## src/rtl/rpsc_pkg.sv

```systemverilog
// rtl/rpsc_pkg.sv - shared types, default parameters and helpers for the RPSC fault sequencer
package rpsc_pkg;

    typedef enum logic [1:0] {
        ARMED     = 2'd0,
        TRIPPED   = 2'd1,
        CLEARING  = 2'd2,
        LAMP_TEST = 2'd3
    } fault_seq_state_t;

    localparam int N_CH_DEF           = 8;
    localparam int DEBOUNCE_CYC_DEF   = 16;
    localparam int CLEAR_HOLD_CYC_DEF = 4;
    localparam int LAMP_TEST_CYC_DEF  = 1000;

    // Lowest set bit wins, so simultaneous faults resolve to the lowest channel.
    function automatic logic [4:0] lowest_set_index(input logic [31:0] v);
        lowest_set_index = '0;
        for (int i = 31; i >= 0; i--) begin
            if (v[i]) lowest_set_index = 5'(i);
        end
    endfunction

endpackage

```

## src/rtl/rpsc_debounce.sv

```systemverilog
// rtl/rpsc_debounce.sv - single-channel 2-flop synchronizer plus stability counter
module rpsc_debounce #(
    parameter int DEBOUNCE_CYC = 16
) (
    input  logic clk,
    input  logic reset,
    input  logic raw,
    output logic q
);

    localparam int CW = $clog2(DEBOUNCE_CYC + 1);
    localparam logic [CW-1:0] CNT_LAST = CW'(DEBOUNCE_CYC - 1);

    logic          s1, s2;
    logic [CW-1:0] cnt;

    // q follows s2 once s2 has disagreed with q for DEBOUNCE_CYC consecutive cycles.
    always_ff @(posedge clk or negedge reset) begin
        if (!reset) begin
            s1  <= 1'b0;
            s2  <= 1'b0;
            cnt <= '0;
            q   <= 1'b0;
        end else begin
            s1 <= raw;
            s2 <= s1;
            if (s2 == q) begin
                cnt <= '0;
            end else if (cnt == CNT_LAST) begin
                q   <= s2;
                cnt <= '0;
            end else begin
                cnt <= cnt + CW'(1);
            end
        end
    end

endmodule

```

## src/rtl/rpsc_fault_sequencer.sv

```systemverilog
// rtl/rpsc_fault_sequencer.sv - trip/acknowledge/clear and lamp-test sequencer; first-fault capture under RPSC_FIRST_FAULT_EN
module rpsc_fault_sequencer
    import rpsc_pkg::*;
#(
    parameter int N_CH           = N_CH_DEF,
    parameter int DEBOUNCE_CYC   = DEBOUNCE_CYC_DEF,
    parameter int CLEAR_HOLD_CYC = CLEAR_HOLD_CYC_DEF,
    parameter int LAMP_TEST_CYC  = LAMP_TEST_CYC_DEF
) (
    input  logic                    clk,
    input  logic                    reset,
    input  logic [N_CH-1:0]         fault_in,
    input  logic                    clear_req,
    input  logic                    lamp_test_req,
    output logic [N_CH-1:0]         fault_q,
    output logic [N_CH-1:0]         fault_mem,
    output logic                    trip,
    output logic                    ff_clear,
    output logic                    la_test,
    output logic [$clog2(N_CH)-1:0] first_fault_id,
    output logic                    first_fault_valid,
    output logic                    clear_rejected
);

    localparam int IDW      = $clog2(N_CH);
    localparam int HOLD_MAX = (CLEAR_HOLD_CYC > LAMP_TEST_CYC) ? CLEAR_HOLD_CYC : LAMP_TEST_CYC;
    localparam int HW       = $clog2(HOLD_MAX + 1);
    localparam logic [HW-1:0] CLR_LAST = HW'(CLEAR_HOLD_CYC - 1);
    localparam logic [HW-1:0] LT_LAST  = HW'(LAMP_TEST_CYC - 1);

    for (genvar i = 0; i < N_CH; i++) begin : g_db
        rpsc_debounce #(.DEBOUNCE_CYC(DEBOUNCE_CYC)) u_db (
            .clk   (clk),
            .reset (reset),
            .raw   (fault_in[i]),
            .q     (fault_q[i])
        );
    end

    logic any_fault;
    assign any_fault = |fault_q;

    // Registered edge pulses: request edge to FSM action is two cycles.
    logic clr_prev, lt_prev, clr_edge, lt_edge;

    always_ff @(posedge clk or negedge reset) begin
        if (!reset) begin
            clr_prev <= 1'b0;
            lt_prev  <= 1'b0;
            clr_edge <= 1'b0;
            lt_edge  <= 1'b0;
        end else begin
            clr_prev <= clear_req;
            lt_prev  <= lamp_test_req;
            clr_edge <= clear_req & ~clr_prev;
            lt_edge  <= lamp_test_req & ~lt_prev;
        end
    end

    fault_seq_state_t state, state_nx;
    logic [HW-1:0]    hold_cnt;
    logic             lt_from_trip, lt_fault;

    always_comb begin
        state_nx       = state;
        clear_rejected = 1'b0;
        case (state)
            ARMED: begin
                if (any_fault)    state_nx = TRIPPED;
                else if (lt_edge) state_nx = LAMP_TEST;
            end
            TRIPPED: begin
                // A clear edge takes precedence; a coincident lamp-test edge is dropped.
                if (clr_edge) begin
                    if (!any_fault) state_nx = CLEARING;
                    else            clear_rejected = 1'b1;
                end else if (lt_edge) begin
                    state_nx = LAMP_TEST;
                end
            end
            CLEARING: begin
                if (hold_cnt == CLR_LAST) state_nx = ARMED;
            end
            LAMP_TEST: begin
                if (hold_cnt == LT_LAST)
                    state_nx = (lt_from_trip || lt_fault || any_fault) ? TRIPPED : ARMED;
            end
            default: state_nx = ARMED;
        endcase
    end

    always_ff @(posedge clk or negedge reset) begin
        if (!reset) begin
            state        <= ARMED;
            hold_cnt     <= '0;
            lt_from_trip <= 1'b0;
            lt_fault     <= 1'b0;
            fault_mem    <= '0;
        end else begin
            state <= state_nx;
            if ((state_nx == state) && ((state == CLEARING) || (state == LAMP_TEST)))
                hold_cnt <= hold_cnt + HW'(1);
            else
                hold_cnt <= '0;
            if ((state != LAMP_TEST) && (state_nx == LAMP_TEST)) begin
                lt_from_trip <= (state == TRIPPED);
                lt_fault     <= 1'b0;
            end else if ((state == LAMP_TEST) && any_fault) begin
                lt_fault <= 1'b1;
            end
            fault_mem <= (state == CLEARING) ? '0 : (fault_mem | fault_q);
        end
    end

    assign trip     = (state == TRIPPED) || ((state == LAMP_TEST) && lt_from_trip);
    assign ff_clear = (state == CLEARING);
    assign la_test  = (state == LAMP_TEST);

`ifdef RPSC_FIRST_FAULT_EN
    logic [IDW-1:0] ff_id;
    logic           ff_valid;

    always_ff @(posedge clk or negedge reset) begin
        if (!reset) begin
            ff_id    <= '0;
            ff_valid <= 1'b0;
        end else if (state == CLEARING) begin
            ff_valid <= 1'b0;
        end else if (!ff_valid && any_fault) begin
            ff_valid <= 1'b1;
            ff_id    <= IDW'(lowest_set_index(32'(fault_q)));
        end
    end

    assign first_fault_id    = ff_id;
    assign first_fault_valid = ff_valid;
`else
    assign first_fault_id    = '0;
    assign first_fault_valid = 1'b0;
`endif

endmodule
```

## config.mk

```make
export PLATFORM = sky130hd
export DESIGN_NAME = rpsc_fault_sequencer
export DESIGN_NICKNAME = d
export VERILOG_FILES = /design/src/rtl/rpsc_pkg.sv /design/src/rtl/rpsc_debounce.sv /design/src/rtl/rpsc_fault_sequencer.sv
export SDC_FILE = /design/constraint.sdc
export NUM_CORES = 1
export LEC_CHECK = 0
export CAP_MARGIN = 20
export CORE_ASPECT_RATIO = 0.8
export CORE_MARGIN = 5
export CORE_UTILIZATION = 40
export CTS_CLUSTER_DIAMETER = 150
export DETAILED_ROUTE_END_ITERATION = 16
export PLACE_DENSITY = 0.72
export SYNTH_ARGS = -nofsm -noshare
export SYNTH_HDL_FRONTEND = slang
export SYNTH_SLANG_ARGS = --single-unit
```

## constraint.sdc

```tcl
create_clock -name clk -period 1.6 [get_ports clk]
set_input_delay 0.32 -clock clk [delete_from_list [all_inputs] [get_ports clk]]
set_output_delay 0.32 -clock clk [all_outputs]
set_load 0.03 [all_outputs]
```

==> summary.txt, run 1 <==
Floorplan
  – Placeable Area: about 9000 sq um
  – I/O Pins: 36
  – Rows: 31
  – Die H: between 90 and 100 um
  – Initial Util: 0.404
  – Die Width: 116 um
  – Die area: 11,000 sq um

Synthesis
  – Synth Warn #: 0
  – Post-synth cell types: 34
  – Post-synthesis adder-cell area fraction: 0.0313
  – Largest family of logic cells by synthesized area: simple AND/OR/NAND/NOR gates
  – Yosys reg bits: 90
  – Sequential fraction of the synthesis area: 0.625
  – Post-synthesis compound-gate area fraction: 0.0365
  – Cell area after synthesis: 3600 sq um
  – Post-synthesis mux area share: 0.0250
  – Syn avg cell area: 11.5 sq um
  – XOR/XNOR share of the synthesized area: 0.0778
  – Simple-gate share of the synthesized area: 0.160
  – Mapped Cells: approximately 310

Placed design
  – Final HPWL DP: 4460 um
  – Placed cell areas: around 4200 sq um
  – Placer Congestion: between 0.7 and 0.8
  – # port buffers: 31
  – DP Cell Count: about 480

Critical path
  – CP top delay family: simple AND/OR/NAND/NOR gates
  – WP data required: approximately 1.8 ns
  – CP Max Fanout: 5
  – CP Capture Type: flop
  – R2R setup slack: -0.09 ns
  – Critical path depth: 5
  – Critical Path AT: 1.92 ns
  – Crit path cell chain: buf_6 -> or4_4 -> o31ai_4 -> a21o_1 -> nor2_1
  – Worst Setup Start Kind: flop
  – Critical path origin: state[0]$_DFF_PN0_
  – R2r startpoint: state[0]$_DFF_PN0_
  – Critical path type: flop to flop
  – Crit-path slowest cell: or4_4
  – R2R depth: 5
  – Reg2reg end: hold_cnt[0]$_DFF_PN0_
  – Critical Path Max Stage Delay: approximately 0.52 ns
  – CP bufs+invs: 1

Clock network
  – Worst-path clk slew: about 0.06 ns
  – CTS tree: yes
  – H-tree depth: 3
  – Cell at the root of the clock tree: clkbuf_16
  – Worst-skew pair later-pin latency: roughly 0.34 ns
  – Maximum clock path buffer count: 2
  – Clock sinks: 90
  – CTS Buf Count: 9

Timing
  – Unrepaired setup endpoints after global routing: true
  – Tmin final: ~1.7 ns
  – Fin. Hold Viols: 0
  – Clk_skew: between 0.004 and 0.005 ns
  – FMAX: a little under 600 MHz
  – Smallest hold slack: ~0.33 ns
  – Final-report setup violation count: 13
  – Final WS setup: -0.0944 ns
  – Final TNS setup: -0.919 ns
  – Final worst path period share: 1.06
  – Max-slew violations: 0

Status
  – Failing checks: setup timing
  – Status: complete, but fails checks

Power
  – Power Dens Cells: around 1300 nW/um^2
  – Max VDD drop: 0.560 mV
  – Leakage: 2.39 nW

Cells and area
  – Fillers: just under 800
  – Fin nets: 399
  – Design area: about 4700 sq um
  – Core Util, Final: 0.528
  – Layout cells sized above 1: 0.225
  – Antenna cells: 0
  – Post-Layout Cell Count: approximately 500
  – Area Growth Syn to Fin: 30.8%

Route
  – DR iter-0 viols: 128
  – DR pass1 iterations: 4
  – Vias after detailed routing: 2,325
  – Total wire length: about 6800 um
  – Vias per cell: between 4 and 5
  – Antenna Violating Nets Remaining: 0
  – WL/cell: about 14 um
  – DRC: 0

GRT
  – Overflow left after global routing: 0
  – First-pass GRT wire length: around 11,000 um
  – Largest net degree at the start of global routing: slightly above 50
  – Vias in the first global route: ~2,400
  – Initial antenna violation count: 0
  – Gr usage total: 0.136

Job
  – Max Cap Violations: 0

Min path
  – Worst hold path type: primary input to async pin
[synth_stat cells]
library cell	instances	area share
xor2_1	26	0.063
nand2_1	7	0.0073
or4_1	1	0.0021
nor2b_1	3	0.0052
nand2b_1	2	0.0035
xnor2_1	6	0.015
inv_1	10	0.010
nand4_1	2	0.0035
o21ai_0	12	0.017
a211oi_1	1	0.0021
and3_1	8	0.014
and2_1	11	0.019
buf_2	1	0.0014
or3b_1	1	0.0024
o31ai_1	1	0.0021
dfrtp_1	90	0.62
or3_1	1	0.0017
nor4_1	2	0.0035
nor2_1	61	0.064
o22a_1	1	0.0024
ha_1	9	0.031
mux2_2	8	0.025
nor3_1	5	0.0069
a221oi_1	1	0.0024
a21oi_1	2	0.0028
o21ai_1	1	0.0014
nand3_1	20	0.028
buf_6	1	0.0031
buf_4	12	0.025
o21bai_1	1	0.0021
clkbuf_1	3	0.0031
conb_1	1	0.0010
a21o_2	1	0.0024
a22oi_1	1	0.0021
[routing by layer]
metal  part of all wire  routed length, um  track usage
met1               0.45               3020        0.173
met2               0.49               3320        0.215
met3              0.053                360       0.0557
met4             0.0073                 49       0.0357
met5                  0                  0            0
[how the worst max path moves through the flow]
stage | to | slack [ns]
final | hold_cnt[0]$_DFF_PN0_ | -0.09
after CTS | clear_rejected | -0.26
after floorplan | hold_cnt[2]$_DFF_PN0_ | 0.02
after global placement | clear_rejected | -0.22
after global routing | clear_rejected | -0.16
after detailed placement | clear_rejected | -0.21
[worst reg2reg max path, stage by stage, from the launching register on]
cell     delay [ns]
dfrtp_1        0.40
buf_6          0.13
or4_4          0.52
o31ai_4        0.24
a21o_1         0.23
nor2_1         0.06
[state kept, by name, summed over array words and instances (netlist names)]
| signal | count |
|---|---|
| lt_from_trip | 1 |
| state | 2 |
| clr_edge | 1 |
| g_db.u_db.s2 | 8 |
| g_db.u_db.cnt | 40 |
| g_db.u_db.q | 8 |
| hold_cnt | 10 |
| g_db.u_db.s1 | 8 |
| lt_prev | 1 |
| clr_prev | 1 |
| lt_edge | 1 |
| fault_mem | 8 |
| lt_fault | 1 |
[cell type report]
type,count,area (sq um),area share
Timing Repair Buffer,67,606,0.129
Multi-Input combinational cell,200,1340,0.284
Inverter,10,37.5,0.00797
Clock inverter,5,104,0.0220
Tap cell,115,144,0.0305
Sequential cell,90,2250,0.478
Clock buffer,10,229,0.0486
[what timing repair did]
| action | 4_1_cts | 5_1_grt |
|---|---|---|
| endpoints found under the hold margin | 40 | 0 |
| gates resized for setup | 38 | 29 |
| gates cloned | 1 | 0 |
| setup endpoints to repair | 31 | 18 |
| pin swaps | 10 | 5 |
| buffers inserted | 1 | 5 |
| hold buffers | 1 | 0 |
[cells by family (layout without fill, tap and decap cells)]
logic type / Yosys count / count (layout)
XOR/XNOR: 32 / 32
AND/OR/NAND/NOR: 124 / 124
adder cells (fa/ha/maj): 9 / 9
buffers and inverters: 27 / 92
flip-flops: 90 / 90
other: 1 / 4
multiplexers: 8 / 8
AO/OA/AOI/OAI: 22 / 23
[cells in the final DEF, fill, tap and decap left out, types with 2 or more instances in the layout]
| cell type | instances |
|---|---|
| dfrtp_1 | 90 |
| nor2_1 | 56 |
| buf_4 | 30 |
| xor2_1 | 26 |
| nand3_1 | 20 |
| o21ai_0 | 12 |
| inv_1 | 10 |
| clkdlybuf4s50_1 | 10 |
| and2_1 | 9 |
| clkbuf_16 | 9 |
| and3_1 | 8 |
| mux2_2 | 8 |
| ha_1 | 8 |
| buf_6 | 8 |
| dlygate4sd2_1 | 8 |
| nand2_1 | 6 |
| xnor2_1 | 6 |
| clkdlybuf4s15_1 | 6 |
| conb_1 | 4 |
| nor3_1 | 3 |
| nor2_2 | 3 |
| bufinv_16 | 3 |
| and2_4 | 2 |
| nor4_2 | 2 |
| a21oi_1 | 2 |
| nand4_1 | 2 |
| nor2_4 | 2 |
| nor2b_1 | 2 |
| clkbuf_2 | 2 |
| buf_12 | 2 |
[power by group]
part / leakage (nW) / switching [mW] / internal, mW / total (mW)
clock network: 0.163 / 0.831 / 1.52 / 2.35
registers: 1.18 / 0.112 / 2.43 / 2.54
logic: 1.05 / 0.687 / 0.643 / 1.33
[metrics by stage]
stage	setup slack, ns	total power, mW
2_1_floorplan	0.0184	3.13
3_3_place_gp	-0.221	3.50
3_5_place_dp	-0.205	3.54
4_1_cts	-0.264	6.13
5_1_grt	-0.164	6.52
6_report	-0.0944	6.22
No activity file was read; power rests on OpenSTA's default activity.
==> run 2: changes to the inputs <==
--- a/config.mk
+++ b/config.mk
@@ -9,7 +9,7 @@
 export CORE_ASPECT_RATIO = 0.8
 export CORE_MARGIN = 5
 export CORE_UTILIZATION = 40
-export CTS_CLUSTER_DIAMETER = 150
+export CTS_CLUSTER_DIAMETER = 30
 export DETAILED_ROUTE_END_ITERATION = 16
 export PLACE_DENSITY = 0.72
 export SYNTH_ARGS = -nofsm -noshare
==> results of run 2 <==
The final DEF is identical to that of run 1; final timing and power are the same.
==> run 3: changes to the inputs <==
--- a/config.mk
+++ b/config.mk
@@ -6,12 +6,15 @@
 export NUM_CORES = 1
 export LEC_CHECK = 0
 export CAP_MARGIN = 20
+export CELL_PAD_IN_SITES_DETAIL_PLACEMENT = 1
+export CELL_PAD_IN_SITES_GLOBAL_PLACEMENT = 2
 export CORE_ASPECT_RATIO = 0.8
 export CORE_MARGIN = 5
-export CORE_UTILIZATION = 40
+export CORE_UTILIZATION = 35
 export CTS_CLUSTER_DIAMETER = 30
 export DETAILED_ROUTE_END_ITERATION = 16
-export PLACE_DENSITY = 0.72
+export PLACE_DENSITY = 0.85
 export SYNTH_ARGS = -nofsm -noshare
 export SYNTH_HDL_FRONTEND = slang
+export SYNTH_HIERARCHICAL = 1
 export SYNTH_SLANG_ARGS = --single-unit
==> summary.txt, run 3 <==
Status
  – Status: complete, but fails checks (unchanged)
  – Failing checks: setup timing (unchanged)

Critical path
  – Critical Path Max Stage Delay: 0.39 ns (was 0.52 ns)
  – Crit-path slowest cell: dfrtp_1 (was or4_4)
  – R2r startpoint: state[0]$_DFF_PN0_ (unchanged)
  – CP Max Fanout: 2 (was 5)
  – Reg2reg end: hold_cnt[3]$_DFF_PN0_ (was hold_cnt[0]$_DFF_PN0_)
  – WP data required: 1.28 ns (was 1.82 ns)
  – Worst Setup Start Kind: flop (unchanged)
  – CP bufs+invs: 2 (was 1)
  – R2R depth: 6 (was 5)
  – R2R setup slack: -0.10 ns (was -0.09 ns)
  – CP Capture Type: primary output (was flop)
  – Critical path type: flop to primary output (was flop to flop)
  – Crit path cell chain: nor4_2 -> buf_4 -> a211oi_2 -> buf_4 (was buf_6 -> or4_4 -> o31ai_4 -> a21o_1 -> nor2_1)
  – Critical Path AT: 1.42 ns (was 1.92 ns)
  – CP top delay family: flip-flops (was simple AND/OR/NAND/NOR gates)
  – Most used cell along the critical path: buf_4

GRT
  – Gr usage total: 0.129 (was 0.136)
  – Largest net degree at the start of global routing: 38 (was 51)
  – Vias in the first global route: 2,668 (was 2,416)
  – Overflow left after global routing: 0 (unchanged)
  – First-pass GRT wire length: 13,000 um (was 11,500 um)
  – Initial antenna violation count: 0 (unchanged)

Synthesis
  – Most frequent cells after synthesis: 90 x dfrtp_1, 45 x nor2_1, 29 x xor2_1 (was 90 x dfrtp_1, 61 x nor2_1, 26 x xor2_1)
  – Post-synthesis compound-gate area fraction: 0.0423 (was 0.0365)
  – Post-synth top flop: dfrtp_1 (unchanged)
  – Largest family of logic cells by synthesized area: simple AND/OR/NAND/NOR gates (unchanged)
  – Ys async rst share: 1.00 (unchanged)
  – Post-synthesis mux area share: 0.0246 (was 0.0250)
  – XOR/XNOR share of the synthesized area: 0.0765 (was 0.0778)
  – Post-synthesis adder-cell area fraction: 0.0307 (was 0.0313)
  – Mapped Cells: 299 (was 313)
  – Top cell type's share of synthesized area: 0.615 (was 0.625)
  – Area leader, netlist: dfrtp_1 (unchanged)
  – Yosys reg bits: 90 (unchanged)
  – Simple-gate share of the synthesized area: 0.187 (was 0.160)
  – Synth Warn #: 6 (was 0)
  – Post-synth EDFFs: 0 (unchanged)
  – Post-synth cell types: 38 (was 34)
  – Top post-synthesis cells by area: dfrtp_1 61%, xor2_1 6.9%, nor2_1 4.6% (was dfrtp_1 62%, nor2_1 6.4%, xor2_1 6.3%)
  – Syn avg cell area: 12.3 sq um (was 11.5 sq um)
  – Count leader, synth: dfrtp_1 (unchanged)
  – Sequential fraction of the synthesis area: 0.615 (was 0.625)
  – Cell area after synthesis: 3660 sq um (was 3600 sq um)

Power
  – Logic pwr share: 0.249 (was 0.214)
  – Tot Pwr: 6.05 mW (was 6.22 mW)
  – Switching pwr: 1.71 mW (was 1.63 mW)
  – Max VDD drop: 0.654 mV (was 0.560 mV)
  – Clock share of power: 0.329 (was 0.377)
  – Sequential share of power: 0.422 (was 0.409)
  – Power Dens Cells: 1250 nW/um^2 (was 1320 nW/um^2)
  – Cell-internal power: 4.34 mW (was 4.59 mW)
  – Leakage: 2.40 nW (was 2.39 nW)
  – Sw Share: 0.283 (was 0.262)

Cells and area
  – Commonest cells after routing, fill and taps aside: 90 x dfrtp_1, 35 x nor2_1, 32 x buf_4, 29 x xor2_1, 21 x nor2_2 (was 90 x dfrtp_1, 56 x nor2_1, 30 x buf_4, 26 x xor2_1, 20 x nand3_1)
  – Most common cell after layout, fill and taps aside: dfrtp_1 (unchanged)
  – Most flops, register: g_db.u_db/cnt (was g_db.u_db.cnt)
  – Fin nets: 397 (was 399)
  – Largest registers: g_db.u_db/cnt: 40 flops, hold_cnt: 10 flops (was g_db.u_db.cnt: 40 flops, hold_cnt: 10 flops)
  – Largest register FFs: 40 (unchanged)
  – Core Util, Final: 0.474 (was 0.528)
  – Area Growth Syn to Fin: 32.4% (was 30.8%)
  – Layout cells sized above 1: 0.323 (was 0.225)
  – Antenna cells: 0 (unchanged)

Placed design
  – Final HPWL DP: 5240 um (was 4460 um)
  – # port buffers: 31 (unchanged)
  – Placer Congestion: 0.760 (was 0.758)

Route
  – WL/cell: 15.1 um (was 13.6 um)
  – Antenna Violating Nets Remaining: 0 (unchanged)
  – Vias per cell: 4.57 (was 4.68)
  – DR pass1 iterations: 4 (unchanged)
  – DR iter-0 viols: 104 (was 128)
  – Total wire length: 7840 um (was 6760 um)
  – DRC: 0 (unchanged)
  – Vias after detailed routing: 2,380 (was 2,325)

Clock network
  – CTS Buf Count: 9 (unchanged)
  – Cell at the root of the clock tree: clkbuf_16 (unchanged)
  – H-tree depth: 3 (unchanged)
  – Clock sinks: 90 (unchanged)
  – Worst-skew pair later-pin latency: 0.33 ns (was 0.34 ns)
  – CTS tree: yes (unchanged)
  – Worst-path clk slew: 0.06 ns (about the same)
  – Maximum clock path buffer count: 2 (unchanged)

Floorplan
  – Die Width: 124 um (was 116 um)
  – Die H: 102 um (was 94.9 um)
  – Die area: 12,600 sq um (was 11,000 sq um)
  – Initial Util: 0.358 (was 0.404)
  – I/O Pins: 36 (unchanged)
  – Rows: 33 (was 31)
  – Placeable Area: 10,200 sq um (was 8920 sq um)

Timing
  – Smallest hold slack: 0.347 ns (was 0.328 ns)
  – Fin. Hold Viols: 0 (unchanged)
  – FMAX: 574 MHz (was 590 MHz)
  – Max-slew violations: 0 (unchanged)
  – Final WS setup: -0.141 ns (was -0.0944 ns)
  – Final TNS setup: -0.963 ns (was -0.919 ns)
  – Tmin final: 1.74 ns (was 1.69 ns)
  – Clk_skew: 0.00630 ns (was 0.00498 ns)
  – Final worst path period share: 1.09 (was 1.06)
  – Unrepaired setup endpoints after global routing: true (unchanged)
  – Final-report setup violation count: 12 (was 13)

Min path
  – Worst hold path type: flop to flop (was primary input to async pin)
  – Hold wc startpoint: g_db[3].u_db/s1$_DFF_PN0_
  – Hold Path Cell Cnt: 0
  – Hold path endpoint: g_db[3].u_db/s2$_DFF_PN0_

Job
  – Max Cap Violations: 0 (unchanged)
-- run 3: changes by cell type after synthesis, sizes merged, moves of 2 or more --
cell / before / now
nor3: 5 / 2
xor2: 26 / 29
nand3: 20 / 18
clkbuf: 3 / 1
buf: 14 / 5
and3: 8 / 11
xnor2: 6 / 3
o21a: 0 / 2
and2: 11 / 8
-- run 3: what timing repair did --
item,in CTS,in global routing
hold endpoints to repair,22,0
buffers inserted,6,3
pin swaps,12,4
hold buffers,1,0
resized for setup,49,23
endpoints found under the setup margin,33,25
-- run 3: kinds of logic (layout without fill, tap and decap cells) --
logic type               after synthesis  after routing
AO/OA/AOI/OAI                         21             21
buffers and inverters                 17             96
AND/OR/NAND/NOR                      121            121
flip-flops                            90             90
adder cells (fa/ha/maj)                9              9
other                                  1              4
multiplexers                           8              8
XOR/XNOR                              32             32
-- run 3: layout make-up --
type	instances	area [sq um]
Clock buffer	15	278
Clock inverter	1	7.51
Multi-Input combinational cell	195	1470
Tap cell	140	175
Timing Repair Buffer	69	622
Sequential cell	90	2250
Inverter	11	45.0
Fill cell	1140	5390
-- run 3: worst max path at each step --
| stage | from | endpoint | slack, ns | cells past startpoint |
|---|---|---|---|---|
| after global routing | g_db[2].u_db/q$_DFFE_PN0P_ | clear_rejected | -0.17 | 4 |
| after detailed placement | g_db[2].u_db/q$_DFFE_PN0P_ | clear_rejected | -0.26 | 4 |
| final | g_db[2].u_db/q$_DFFE_PN0P_ | clear_rejected | -0.14 | 4 |
| after CTS | g_db[5].u_db/q$_DFFE_PN0P_ | clear_rejected | -0.17 | 4 |
| after global placement | g_db[2].u_db/q$_DFFE_PN0P_ | clear_rejected | -0.18 | 4 |
| after floorplan | g_db[7].u_db/q$_DFFE_PN0P_ | state[0]$_DFF_PN0_ | 0.02 | 4 |
-- run 3: worst reg2reg max path, cell delays in order (launching register included) --
cell,delay (ns)
dfrtp_1,0.39
buf_6,0.13
or4_4,0.55
nor3_4,0.16
a211o_4,0.17
buf_12,0.15
nor2_2,0.04
-- run 3: stage by stage --
stage          instance area [sq um]  std cells  worst slack, ns
5_1_grt                         4850        521           -0.171
4_1_cts                         4770        518           -0.174
3_3_place_gp                    4350        495           -0.185
2_1_floorplan                   3680        302           0.0182
3_5_place_dp                    4350        495           -0.259
6_report                        4850        521           -0.141
-- run 3: layer usage --
metal	up-vias	part of all wire	global-route usage
met3	6	0.025	0.0332
met1	1215	0.42	0.151
li1	1134	-	-
met5	-	0	0
met2	25	0.55	0.237
met4	0	0.010	0.0362
-- run 3: power groups by stage --
stage | combinational, mW | sequential, mW | clock [mW]
finish | 1.51 | 2.55 | 1.99
global route | 1.63 | 2.57 | 2.14
CTS | 1.34 | 2.54 | 2.05
detailed placement | 0.952 | 2.58 | 0
global placement | 0.916 | 2.57 | 0
floorplan | 0.537 | 2.57 | 0
==> patch (settings of run 3) <==
Encoding of `fault_seq_state_t`: now one-hot (4 bits for 4 states).
--- a/src/rtl/rpsc_pkg.sv
+++ b/src/rtl/rpsc_pkg.sv
@@ -2,9 +2,9 @@
 package rpsc_pkg;
 
-    typedef enum logic [1:0] {
-        ARMED     = 2'd0,
-        TRIPPED   = 2'd1,
-        CLEARING  = 2'd2,
-        LAMP_TEST = 2'd3
+    typedef enum logic [3:0] {
+        ARMED     = 4'b0001,
+        TRIPPED   = 4'b0010,
+        CLEARING  = 4'b0100,
+        LAMP_TEST = 4'b1000
     } fault_seq_state_t;
 
Function: no difference found for any inputs over 10 cycles, from zero or initial values and one cycle with reset low; not proved beyond that.
==> patch against run 3 <==
Routed wire length up 21%. The flow still finishes with violations (negative setup slack). Non-clock buffer count rose by 23. Total power down 7.7%. Sequential share of layout area shrank 1.9 points. Area after synthesis grew 4.5%. Die area up 4.1%. Design area up 7.1%. Largest power group unchanged. Setup slack lost 390 ps. Sequential cell count is 2 higher.
==> patch: results (changes against run 3) <==
| Metric | Value |
|---|---|
| WL final | 9.53 mm (+21%) |
| Total GRT Usage | 15.0% (+2.2 points) |
| Detail Route met3 WL | 317 um (+59%) |
| Worst setup margin | -536 ps (-395 ps) |
| CP max FO | 3 (+1) |
| Final nets | 435 (+9.6%) |
| Static Leak | 2.54 nW (+5.8%) |
| Top_reg_cell synth | dfrtp_1 |
| First-pass GRT wire length | 15.5 mm (+19%) |
| Status | finished, violations left |
| Via count | 2,632 (+11%) |
| Area after DPL | 4660 um^2 (+7.2%) |
| Worst-Skew Late Latency | 350 ps (+20 ps) |
| Largest net degree at the start of global routing | 56 (+47%) |
| Failing checks | negative setup slack |
| Most instantiated cells after synthesis | dfrtp_1, nor2_1, xor2_1 |
| Power per cell area | 1080 nW/um^2 (-14%) |
| Met3 GRT Util | 4.63% (+1.3 points) |
| Post-CTS Hold Buffers | 1 (unchanged) |
| Sequential area share after synthesis | 60.1% (-1.3 points) |
| Fraction of layout cells with a size suffix above 1 | 38.9% (+6.6 points) |
| Hold endpoint | g_db[3].u_db/s2 |
| Setup repair bufs after CTS | 15 (+9) |
| Largest regs | g_db.u_db/cnt x40, hold_cnt x10 |
| Highest metal used | met4 |
| Clock Power Share | 37.7% (+4.8 points) |
| Post-synth cell types | 39 (+2.6%) |
| WHS | 348 ps (+0.568 ps) |
| CTS resizes | 48 (-2.0%) |
| DP HPWL | 5.70 mm (+9.0%) |
| Post-Syn Instances | 317 (+6.0%) |
| Worst Setup SP | hold_cnt[0] |
| Drt first-iter violations | 135 (+30%) |
| Reg2reg path depth | 6 (unchanged) |
| Met1 usage | 18.4% (+3.3 points) |
| Average wire per standard cell | 16.9 um (+12%) |
| Met1 Wirelength | 4.00 mm (+22%) |
| Routing usage on met2 | 25.2% (+1.4 points) |
| Met2 routed WL | 5.00 mm (+17%) |
| GPL Wtd Cong | 0.754 (-0.68%) |
| Clock skew | 7.34 ps (+1.04 ps) |
| Switch Pwr | 0.00152 W (-11%) |
| Final setup viols | 20 (+8) |
| Peak supply drop | 0.000582 V (-11%) |
| Number of global-route vias before repair | 2,959 (+11%) |
| Max Buffers Root-to-Sink | 2 (unchanged) |
| Crit path capture | state[1] |
| Placed Cells | 528 (+6.7%) |
| Ys Warns | 6 (unchanged) |
| Reg power frac | 45.9% (+3.7 points) |
| Crit path DAT | 2390 ps (+970 ps) |
| Top cells by area, synth | dfrtp_1, xor2_1, nor2_1, ha_1, nor2_2 |
## patch: layout make-up
class / count / area, um^2
Multi-Input combinational cell: 208 / 1580
Sequential cell: 92 / 2310
Clock buffer: 12 / 267
Tap cell: 144 / 180
Timing Repair Buffer: 92 / 785
Inverter: 11 / 43.8
Fill cell: 1151 / 5610
Clock inverter: 4 / 31.3
## patch: kinds of logic after synthesis
logic type	Yosys count	synth area share (%)
mux	10	2.87
other cells	1	0.0979
buf+inv	20	2.61
simple gates	129	19.1
fa+ha+maj	9	2.94
xor+xnor	33	7.55
compound gates	23	4.64
flops	92	60.1
## patch: through the flow
| stage | worst slack (ps) | setup TNS (ps) |
|---|---|---|
| floorplan | -395 | -5060 |
| global placement | -406 | -5380 |
| detailed placement | -436 | -5870 |
| CTS | -372 | -6020 |
| global route | -571 | -9540 |
| finish | -536 | -8140 |
## patch: worst max-delay path, cell delays in order, from the launching register on
cell and delay (ps):
dfrtp_1 390, ha_2 220, or3b_4 380, or4_4 560, buf_6 160, mux2i_4 180
o21ai_2 160
